===== config.mk =====
export PLATFORM = sky130hd
export DESIGN_NAME = branch_hazard_ctrl
export DESIGN_NICKNAME = d
export VERILOG_FILES = /design/src/rtl/branch_hazard_ctrl_pkg.sv /design/src/rtl/branch_hazard_detect.sv /design/src/rtl/branch_hazard_ctrl.sv
export SDC_FILE = /design/constraint.sdc
export NUM_CORES = 1
export LEC_CHECK = 0
export BUFFER_PORTS_ARGS = -buffer_cell sky130_fd_sc_hd__buf_2
export CAP_MARGIN = 30
export CORE_ASPECT_RATIO = 0.6
export CORE_UTILIZATION = 26
export CTS_CLUSTER_SIZE = 14
export DETAILED_ROUTE_END_ITERATION = 10
export HOLD_SLACK_MARGIN = 0.1
export SLEW_MARGIN = 20
export SYNTH_ARGS = -nofsm -noshare
export SYNTH_HDL_FRONTEND = slang
export SYNTH_SLANG_ARGS = --single-unit

===== constraint.sdc =====
create_clock -name clk -period 2.5 [get_ports clk]
set_input_delay 0.125 -clock clk [delete_from_list [all_inputs] [get_ports clk]]
set_output_delay 0.125 -clock clk [all_outputs]
set_load 0.01 [all_outputs]

===== src/rtl/branch_hazard_ctrl_pkg.sv =====
// rtl/branch_hazard_ctrl_pkg.sv - shared select codes, FSM state type and forward-select helper
package branch_hazard_ctrl_pkg;

    localparam logic [2:0] NPC_SEQ     = 3'b000;
    localparam logic [2:0] NPC_BR      = 3'b001;
    localparam logic [2:0] NPC_RESTORE = 3'b010;
    localparam logic [2:0] NPC_J       = 3'b011;
    localparam logic [2:0] NPC_JR      = 3'b100;

    localparam logic [1:0] FWD_RF    = 2'b00;
    localparam logic [1:0] FWD_EXMEM = 2'b01;
    localparam logic [1:0] FWD_MEMWB = 2'b10;

    localparam logic [2:0] JMP_J    = 3'b010;
    localparam logic [2:0] JMP_JAL  = 3'b111;
    localparam logic [2:0] JMP_JR   = 3'b011;
    localparam logic [2:0] JMP_JALR = 3'b100;

    typedef enum logic {
        ST_IDLE  = 1'b0,
        ST_STALL = 1'b1
    } state_t;

    // A load still in MEM has no result yet, so EX/MEM forwarding is only for ALU producers.
    function automatic logic [1:0] fwd_sel(
        input logic       valid,
        input logic [4:0] src,
        input logic       rw_mem,
        input logic       mr_mem,
        input logic [4:0] rd_mem,
        input logic       rw_wb,
        input logic [4:0] rd_wb
    );
        if (!valid)                                 return FWD_RF;
        else if (rw_mem && !mr_mem && rd_mem == src) return FWD_EXMEM;
        else if (rw_wb && rd_wb == src)             return FWD_MEMWB;
        else                                        return FWD_RF;
    endfunction

endpackage


===== src/rtl/branch_hazard_detect.sv =====
// rtl/branch_hazard_detect.sv - combinational branch operand hazard classifier and forward selects
module branch_hazard_detect
    import branch_hazard_ctrl_pkg::*;
(
    input  logic       IsBranch_ID,
    input  logic       UsesRt_ID,
    input  logic [4:0] Rs_ID,
    input  logic [4:0] Rt_ID,
    input  logic       RegWrite_EX,
    input  logic       MemRead_EX,
    input  logic [4:0] Rd_EX,
    input  logic       RegWrite_MEM,
    input  logic       MemRead_MEM,
    input  logic [4:0] Rd_MEM,
    input  logic       RegWrite_WB,
    input  logic [4:0] Rd_WB,
    output logic [1:0] stall_need,
    output logic [1:0] fwd1,
    output logic [1:0] fwd2
);

    logic rs_valid;
    logic rt_valid;
    logic ex_hit;
    logic mem_hit;

    assign rs_valid = (Rs_ID != 5'd0);
    assign rt_valid = UsesRt_ID && (Rt_ID != 5'd0);
    assign ex_hit   = (rs_valid && Rd_EX == Rs_ID) || (rt_valid && Rd_EX == Rt_ID);
    assign mem_hit  = (rs_valid && Rd_MEM == Rs_ID) || (rt_valid && Rd_MEM == Rt_ID);

    always_comb begin
        stall_need = 2'd0;
        if (IsBranch_ID) begin
            if (MemRead_EX && ex_hit)
                stall_need = 2'd2;
            else if ((RegWrite_EX && ex_hit) || (MemRead_MEM && mem_hit))
                stall_need = 2'd1;
        end
    end

    assign fwd1 = fwd_sel(rs_valid, Rs_ID, RegWrite_MEM, MemRead_MEM, Rd_MEM, RegWrite_WB, Rd_WB);
    assign fwd2 = fwd_sel(rt_valid, Rt_ID, RegWrite_MEM, MemRead_MEM, Rd_MEM, RegWrite_WB, Rd_WB);

endmodule


===== src/rtl/branch_hazard_ctrl.sv =====
// rtl/branch_hazard_ctrl.sv - ID-stage branch stall FSM, next-PC/flush arbitration and statistics
module branch_hazard_ctrl
    import branch_hazard_ctrl_pkg::*;
#(
    parameter int CNT_W = 16
) (
    input  logic             clk,
    input  logic             rst,
    input  logic             IsBranch_IF,
    input  logic             IsBranch_ID,
    input  logic             UsesRt_ID,
    input  logic [4:0]       Rs_ID,
    input  logic [4:0]       Rt_ID,
    input  logic             RegWrite_EX,
    input  logic             MemRead_EX,
    input  logic [4:0]       Rd_EX,
    input  logic             RegWrite_MEM,
    input  logic             MemRead_MEM,
    input  logic [4:0]       Rd_MEM,
    input  logic             RegWrite_WB,
    input  logic [4:0]       Rd_WB,
    input  logic             Taken_ID,
    input  logic [2:0]       JumpSignal,
    output logic [2:0]       NextPCSignal,
    output logic             IF_Flush,
    output logic             Stall_PC,
    output logic             Stall_IFID,
    output logic             Bubble_IDEX,
    output logic [1:0]       Fwd1Sel,
    output logic [1:0]       Fwd2Sel,
    output logic [CNT_W-1:0] BranchCnt,
    output logic [CNT_W-1:0] MispredCnt,
    output logic [CNT_W-1:0] StallCnt
);

    state_t     state, state_n;
    logic [1:0] cnt, cnt_n;
    logic [1:0] stall_need;
    logic [1:0] fwd1, fwd2;
    logic       stall_now;
    logic       resolve;

    branch_hazard_detect u_detect (
        .IsBranch_ID  (IsBranch_ID),
        .UsesRt_ID    (UsesRt_ID),
        .Rs_ID        (Rs_ID),
        .Rt_ID        (Rt_ID),
        .RegWrite_EX  (RegWrite_EX),
        .MemRead_EX   (MemRead_EX),
        .Rd_EX        (Rd_EX),
        .RegWrite_MEM (RegWrite_MEM),
        .MemRead_MEM  (MemRead_MEM),
        .Rd_MEM       (Rd_MEM),
        .RegWrite_WB  (RegWrite_WB),
        .Rd_WB        (Rd_WB),
        .stall_need   (stall_need),
        .fwd1         (fwd1),
        .fwd2         (fwd2)
    );

    // The detecting IDLE cycle is the first stall; STALL with cnt==1 is the resolve cycle,
    // so a branch needing n stalls sees exactly n stall cycles.
    assign stall_now = !rst && ((state == ST_IDLE  && stall_need != 2'd0) ||
                                (state == ST_STALL && cnt != 2'd1));
    assign resolve   = !rst && !stall_now && IsBranch_ID;

    always_ff @(posedge clk or posedge rst) begin
        if (rst) begin
            state <= ST_IDLE;
            cnt   <= 2'd0;
        end else begin
            state <= state_n;
            cnt   <= cnt_n;
        end
    end

    always_comb begin
        state_n = state;
        cnt_n   = cnt;
        case (state)
            ST_IDLE: begin
                if (stall_need != 2'd0) begin
                    state_n = ST_STALL;
                    cnt_n   = stall_need;
                end
            end
            ST_STALL: begin
                cnt_n = cnt - 2'd1;
                if (cnt == 2'd1)
                    state_n = ST_IDLE;
            end
            default: state_n = ST_IDLE;
        endcase
    end

    always_comb begin
        NextPCSignal = NPC_SEQ;
        IF_Flush     = 1'b0;
        Stall_PC     = 1'b0;
        Stall_IFID   = 1'b0;
        Bubble_IDEX  = 1'b0;
        Fwd1Sel      = rst ? FWD_RF : fwd1;
        Fwd2Sel      = rst ? FWD_RF : fwd2;
        if (rst) begin
            NextPCSignal = NPC_SEQ;
        end else if (stall_now) begin
            Stall_PC    = 1'b1;
            Stall_IFID  = 1'b1;
            Bubble_IDEX = 1'b1;
        end else if (IsBranch_ID) begin
            if (!Taken_ID) begin
                NextPCSignal = NPC_RESTORE;
                IF_Flush     = 1'b1;
            end
        end else if (JumpSignal == JMP_J || JumpSignal == JMP_JAL) begin
            NextPCSignal = NPC_J;
            IF_Flush     = 1'b1;
        end else if (JumpSignal == JMP_JR || JumpSignal == JMP_JALR) begin
            NextPCSignal = NPC_JR;
            IF_Flush     = 1'b1;
        end else if (IsBranch_IF) begin
            NextPCSignal = NPC_BR;
        end
    end

    always_ff @(posedge clk or posedge rst) begin
        if (rst) begin
            BranchCnt  <= '0;
            MispredCnt <= '0;
            StallCnt   <= '0;
        end else begin
            if (resolve && BranchCnt != '1)
                BranchCnt <= BranchCnt + CNT_W'(1);
            if (resolve && !Taken_ID && MispredCnt != '1)
                MispredCnt <= MispredCnt + CNT_W'(1);
            if (stall_now && StallCnt != '1)
                StallCnt <= StallCnt + CNT_W'(1);
        end
    end

endmodule


[Word-level counts from Yosys, hierarchy flattened]
Index checks and enable logic that the tools add are counted.
Word-level totals
  output and inout port bits: 59
  bits of input ports: 39
  register bits after elaboration: 51
  word-level logic and storage cells: 92
Cells by class
  add/sub/neg operators: 4
  reductions and logical operators: 35
  multiplexer cells: 31
  equality and inequality tests: 16
  bitwise gates (word level): 1
Operator list (number)
  $add A16 B1 Y16 const B: 3
  $ne A16 B16 Y1 const B: 3
  $eq A5 B5 Y1: 6
  $mux W2: 12
  $logic_and A1 B1 Y1: 22
  $mux W3: 5
  $mux W1: 12
  $reduce_bool A5 Y1: 2
  $eq A3 B2 Y1 const B: 2
  $eq A3 B3 Y1 const B: 2
  $logic_or A1 B1 Y1: 6
  $logic_not A1 Y1: 4
  $ne A2 B1 Y1 const B: 2
  $pmux W2 S2: 1
  $eq A2 B1 Y1 const B: 1
  $pmux W1 S2: 1
  $reduce_bool A2 Y1: 1
  $sub A2 B1 Y2 const B: 1
  $not A1 Y1: 1

[Logic depth before layout (Yosys ltp)]
Gate-level depths: netlist (run 1).
  depth in word-level cells: 18
  gate-level depth with buffers: 9
  mapped depth without buffers: 9

[Cells and area by module]
Synthesis (run 1) repeated with hierarchy kept, for this count alone.
Second synthesis, totals
  cells, all modules: 326
  area total of the unflattened synthesis: 3285.7 um^2
Modules (own cells, without submodules)
  branch_hazard_ctrl: sequential area each 1276.2 um^2, cells each 265, area each 2837.7 um^2, instances 1
  branch_hazard_detect: sequential area each 0.0 um^2, cells each 61, area each 447.9 um^2, instances 1

[Worst setup path before layout (run 1)]
No wires, ideal clock.
  path type: input to register
  from: input rst
  to: register StallCnt[15]
  stages on the path: 4
  setup time: 0.125 ns
  path buffers: 0
  setup slack: 0.334 ns
  data arrival time: 2.041 ns
  required time: 2.375 ns
  path through: inv_1 o21a_1 nand4_1 mux2_2
On the way
  word-level cells in the longest chain between the ends: 3
RTL lines
  start: declaration: line branch_hazard_ctrl.sv:8  | input logic rst,
  $logic_not A1 Y1 (no source line)
  $logic_and A1 B1 Y1: line branch_hazard_ctrl.sv:63  | assign stall_now = !rst && ((state == ST_IDLE && stall_need != 2'd0) ||
  $logic_and A1 B1 Y1: line branch_hazard_ctrl.sv:136  | if (stall_now && StallCnt != '1)
  end signal: assignment: line branch_hazard_ctrl.sv:137  | StallCnt <= StallCnt + CNT_W'(1);
  end: declaration: line branch_hazard_ctrl.sv:33  | output logic [CNT_W-1:0] StallCnt
No other way between the ends.
A chain may end at the register's enable or synchronous reset.

[Worst setup path after layout (run 1)]
  from: register cnt[0]
  to: output NextPCSignal[1]
On the way
  word-level cells in the longest chain between the ends: 6
RTL lines
  start: declaration: line branch_hazard_ctrl.sv:37  | logic [1:0] cnt, cnt_n;
  start signal: assignment: line branch_hazard_ctrl.sv:73  | cnt <= cnt_n;
  $ne A2 B1 Y1: line branch_hazard_ctrl.sv:64  | (state == ST_STALL && cnt != 2'd1));
  $logic_and A1 B1 Y1: line branch_hazard_ctrl.sv:64
  $logic_or A1 B1 Y1: line branch_hazard_ctrl.sv:63
  $logic_and A1 B1 Y1: line branch_hazard_ctrl.sv:63
  $mux W3: line branch_hazard_ctrl.sv:106  | end else if (stall_now) begin
  $mux W3: line branch_hazard_ctrl.sv:104  | if (rst) begin
  end: declaration: line branch_hazard_ctrl.sv:24  | output logic [2:0] NextPCSignal,
No other way between the ends.

==> reports/metrics.csv, run 1 <==
metric;value;unit
Post-synth EDFFs;0;
required time worst endpoint;2.38;ns
ys flop type;dfrtp_1;
Area Overhead vs Synth;28.0;%
TritonRoute pass-1 iters;4;
largest buffer count on any clock path;2;
Finished Layout Cells;544;
worst-margin pin slew;0.632;ns
Finished Core Util;35.3;%
Ant. Diodes;0;
Initial DRC Count;154;
grt ovf;0;
setup repair bufs after CTS;0;
largest net degree at the start of global routing;36;
r2r worst-path depth;6;
layout cell share with drive strength beyond 1;31.9;%
total of max-cap violations;0;
synthesized area per cell;10.1;µm²
Yosys warnings;0;
Hold/Removal Path Class;in2reg;
Leak Pwr;0.00188;µW
row count;29;
core area;0.0109;mm²
pwr/cell area;674;mW/mm²
Rel. slew slack;57.7;%
vias in the first global route;2463;
drt via density;4.72;
Unique masters post-synth;45;
CTS Buf Count;5;
final hold violations;0;
count leader, synth;dfrtp_1;
Final Skew;0.00786;ns
DIE HEIGHT;85.2;µm
final setup TNS;0;ns
DRC;0;
io pins;98;
RSZ-0062 raised after global routing;false;
Worst Hold Path Cells;4;
Post-synth top cells;dfrtp_1, xnor2_1, xor2_1;
global-route wire length before repair;12.9;mm
dpl cells;535;
GP Congestion;1.01;
die area;0.0120;mm²
initial core utilization;27.5;%
Skew-Pair Late Insertion Delay;0.30;ns
Synth Cell Area;0.00300;mm²
Synth top area share;42.6;%
type of the worst setup path;reg2out;
input/output buffers;97;
top cells by area, synth;dfrtp_1, xnor2_1, xor2_1, nand4_1, and3_1;
GRT Overall Usage;13.9;%
Max Transition Viols Final;0;
DR WL/cell;14.9;µm
Crit. End Element;primary output;
Die W;141;µm
Worst VDD drop;0.305;mV
number of synthesized register bits;51;
maximum clock rate;0.433;GHz
startpoint types;flop;
CP Max Fanout;9;
HPWL Detailed;6.43;mm
routed vias;2565;
antenna violations before repair;0;
clock sinks;51;
cells after synthesis;297;
final setup fails;0;
crit path DAT;2.19;ns
Tmin final;2.31;ns
Root Buffer;clkbuf_16;
cell taking the most area after synthesis;dfrtp_1;
status;finished, final reports clean;
Worst-path clk slew;0.08;ns
CTS tree;yes;
final WL;8.08;mm
Mapped Nets;340;
filler cell count;1117;
async set or reset register ratio after synthesis;100;%
final period utilization;92.4;%
Final ANT Viol Nets;0;
Final nets;447;
register area share after synthesis;42.6;%
H-tree levels;2;
[flip-flops by register name, indices dropped and copies added, names as in the netlist]
register    count
StallCnt       16
cnt             2
BranchCnt      16
state           1
MispredCnt     16
[repair_timing]
action,CTS,global route
hold buffers,1,0
setup endpoints to repair,0,2
hold endpoints to repair,16,0
resized for setup,0,1
[worst max-delay path, stage by stage, from the launching register on]
cell and delay [ns]:
dfrtp_1 0.41, ha_1 0.22, nor2_1 0.23, nor2_1 0.11, nand2_1 0.25, inv_1 0.17
nand2_2 0.23, o22ai_1 0.11, buf_2 0.15
[layout make-up]
type | instances | area (µm²) | share of cell area (%)
multi-input cells | 232 | 1660 | 43.2
well taps | 139 | 174 | 4.53
repair buffers | 104 | 541 | 14.1
inverters | 10 | 37.5 | 0.978
flip-flops and latches | 51 | 1280 | 33.3
clock buffers | 5 | 125 | 3.26
clock inverters | 3 | 27.5 | 0.717
[cell families (layout without fill, tap and decap cells)]
kind of cell | count (synthesis) | after routing | synth area share [%]
flops | 51 | 51 | 42.6
mux | 4 | 4 | 1.50
buf+inv | 14 | 122 | 2.25
compound gates | 26 | 26 | 7.51
fa+ha+maj | 4 | 4 | 1.67
simple gates | 124 | 124 | 22.9
xor+xnor | 74 | 74 | 21.6
[cells in the final DEF (no fill, tap or decap), types with 3 or more instances in the layout]
cell and instances:
inv_1 9, buf_4 6, dfrtp_1 51, nor2b_1 3
xor2_1 30, or4_1 3, nand2_1 21, nand3_1 17
nor4_1 3, ha_1 4, and3_1 16, mux2_2 3
clkbuf_16 5, o21ai_0 7, nand4_1 18, buf_2 97
nor3_1 13, nor2_1 17, xnor2_1 44, a21oi_1 3
[path summary, 6_finish.rpt]
check	from	end	slack, ns
setup / recovery	cnt[0]$_DFFE_PP0P_	NextPCSignal[1]	0.19
hold / removal	MemRead_EX	cnt[0]$_DFFE_PP0P_	0.23
setup reg to reg	StallCnt[5]$_DFFE_PP0P_	StallCnt[1]$_DFFE_PP0P_	0.27
hold reg to reg	MispredCnt[10]$_DFFE_PP0P_	MispredCnt[10]$_DFFE_PP0P_	0.49
max in group asynchronous	rst	MispredCnt[2]$_DFFE_PP0P_	1.23
min in group asynchronous	rst	StallCnt[3]$_DFFE_PP0P_	0.43
[where the power goes]
group	internal, µW	switching (µW)
clock	383	341
combinational	328	399
sequential	965	172
total	1680	911
[per-layer routing]
metal	vias to the layer above	wire, µm	track usage, %
met1	1237	4330	20.8
met3	10	509	4.68
li1	1252	-	-
met2	66	3150	19.0
met4	0	80	2.87
met5	-	0	0
[metrics by stage]
| stage | setup slack (ns) | area (µm²) | power [µW] | hold WS (ns) |
|---|---|---|---|---|
| after floorplan | 0.334 | 3000 | 1570 | 0.332 |
| after global placement | 0.0641 | 3670 | 1860 | 0.186 |
| after detailed placement | -0.00414 | 3670 | 1880 | 0.189 |
| after CTS | 0.0267 | 3830 | 2620 | 0.204 |
| after global routing | 0.0102 | 3840 | 2780 | 0.284 |
| final | 0.189 | 3840 | 2590 | 0.228 |
(Power assumes the default switching activity.)
==> inputs of run 2 (changes only) <==
- REMOVE_ABC_BUFFERS: unset -> 1
==> run 2 against run 1 <==
- via count is 0.12% higher
- non-clock buffer count increased by 1
- combinational power about the same
- wire length is 1.7% higher
- critical endpoint is now IF_Flush
- largest cell class unchanged
- largest power group unchanged
==> reports/metrics.csv, run 2 (same netlist as run 1, synthesis figures left out) <==
metric;value;unit
CTS Buf Count;5;
Die W;141;µm
Max Transition Viols Final;0;
required time worst endpoint;2.38;ns
most frequent cells in the layout;buf_2, dfrtp_1, xnor2_1;
Area Overhead vs Synth;28.5;%
Worst VDD drop;0.465;mV
core area;0.0109;mm²
routed vias;2568;
largest buffer count on any clock path;2;
TritonRoute pass-1 iters;4;
Final nets;448;
type of the worst setup path;reg2out;
CTS tree;yes;
HPWL Detailed;6.47;mm
pwr/cell area;675;mW/mm²
drt via density;4.71;
Root Buffer;clkbuf_16;
Tmin final;2.35;ns
total of max-cap violations;0;
H-tree levels;2;
vias in the first global route;2440;
Crit. End Element;primary output;
maximum clock rate;0.426;GHz
Worst Setup Slack, final;0.154;ns
final WL;8.22;mm
Worst-path clk slew;0.07;ns
GP Congestion;0.948;
GRT Overall Usage;14.2;%
io pins;98;
die area;0.0120;mm²
startpoint types;flop;
crit-path max cell delay;0.44;ns
commonest non-fill, non-tap cell in the layout;buf_2;
initial core utilization;27.5;%
final non-filler cell area;0.00385;mm²
RSZ-0062 raised after global routing;false;
final period utilization;93.8;%
crit path DAT;2.22;ns
clock sinks;51;
DRC;0;
Min Hold Slack;0.233;ns
DIE HEIGHT;85.2;µm
Final Skew;0.00575;ns
crit-path cells;inv_1 > nor2_1 > nor2_1 > nand2_1 > inv_1 > nand2_2 > o22ai_1 > buf_2;
layout cell share with drive strength beyond 1;32.0;%
Crit-path slowest cell;dfrtp_1;
setup repair bufs after CTS;0;
Initial DRC Count;121;
antenna violations before repair;0;
Final ANT Viol Nets;0;
status;finished, final reports clean;
Rel. slew slack;58.8;%
Skew-Pair Late Insertion Delay;0.29;ns
Finished Layout Cells;545;
row count;29;
CP Max Fanout;9;
biggest regs;BranchCnt (16), MispredCnt (16), StallCnt (16);
Leak Pwr;0.00189;µW
final setup TNS;0;ns
grt ovf;0;
dpl cells;536;
Ant. Diodes;0;
input/output buffers;97;
largest net degree at the start of global routing;43;
Hold/Removal Path Class;in2reg;
Place WS;-0.0178;ns
DR WL/cell;15.1;µm
final setup fails;0;
global-route wire length before repair;13.1;mm
worst-margin pin slew;0.616;ns
placed standard-cell area;0.00368;mm²
final hold violations;0;
## run 2: cell types whose count changed in the layout (fill, tap and decap cells not counted), sizes merged
cell	delta
buf	+1
clkbuf	+2
inv	-2
## run 2: where the power goes
group	internal (µW)	leakage, µW	switching, µW
Clock	427	0.0000761	314
Combinational	331	0.00115	395
Sequential	965	0.000662	170
## run 2: worst max-delay path, delay by kind of cell (launching register included)
kind	cells	cell delay, ns
buffers and inverters	3	0.53
and+or+nand+nor	4	0.77
DFF	1	0.44
AOI/OAI and AO/OA	1	0.20
## run 2: area by class of cell
type	instances	area [µm²]
Clock buffer	7	153
Clock inverter	1	7.51
Fill cell	1148	7030
Inverter	10	37.5
Multi-Input combinational cell	232	1660
Sequential cell	51	1280
Tap cell	139	174
Timing Repair Buffer	105	548
## run 2: path summary, 6_finish.rpt
| path | cells past startpoint | to | slack, ns | startpoint |
|---|---|---|---|---|
| worst max-delay path | 8 | IF_Flush | 0.15 | state$_DFF_PP0_ |
| worst max register to register | 8 | MispredCnt[15]$_DFFE_PP0P_ | 0.23 | MispredCnt[0]$_DFFE_PP0P_ |
| max in group asynchronous | 4 | MispredCnt[15]$_DFFE_PP0P_ | 1.29 | rst |
| worst min register to register | 1 | StallCnt[13]$_DFFE_PP0P_ | 0.48 | StallCnt[13]$_DFFE_PP0P_ |
| min in group asynchronous | 3 | StallCnt[15]$_DFFE_PP0P_ | 0.36 | rst |
| worst min-delay path | 4 | cnt[0]$_DFFE_PP0P_ | 0.23 | MemRead_EX |
## run 2: what timing repair did
item	CTS	global route
endpoints found under the hold margin	11	0
hold buffers	1	0
endpoints found under the setup margin	0	2
gates resized for setup	0	1
## run 2: through the flow
step / total power [µW] / utilization, %
3_3_place_gp: 1870 / 33.8
5_1_grt: 2770 / 35.4
2_1_floorplan: 1550 / -
6_report: 2600 / 35.4
4_1_cts: 2630 / 35.4
3_5_place_dp: 1880 / 33.8
## run 2: per-layer routing
layer	global-route usage (%)	vias to the layer above	share of wire, %
met5	0	-	0
met3	3.50	8	5.6
li1	-	1259	-
met4	2.67	0	0.74
met2	19.5	60	41
met1	22.0	1241	53
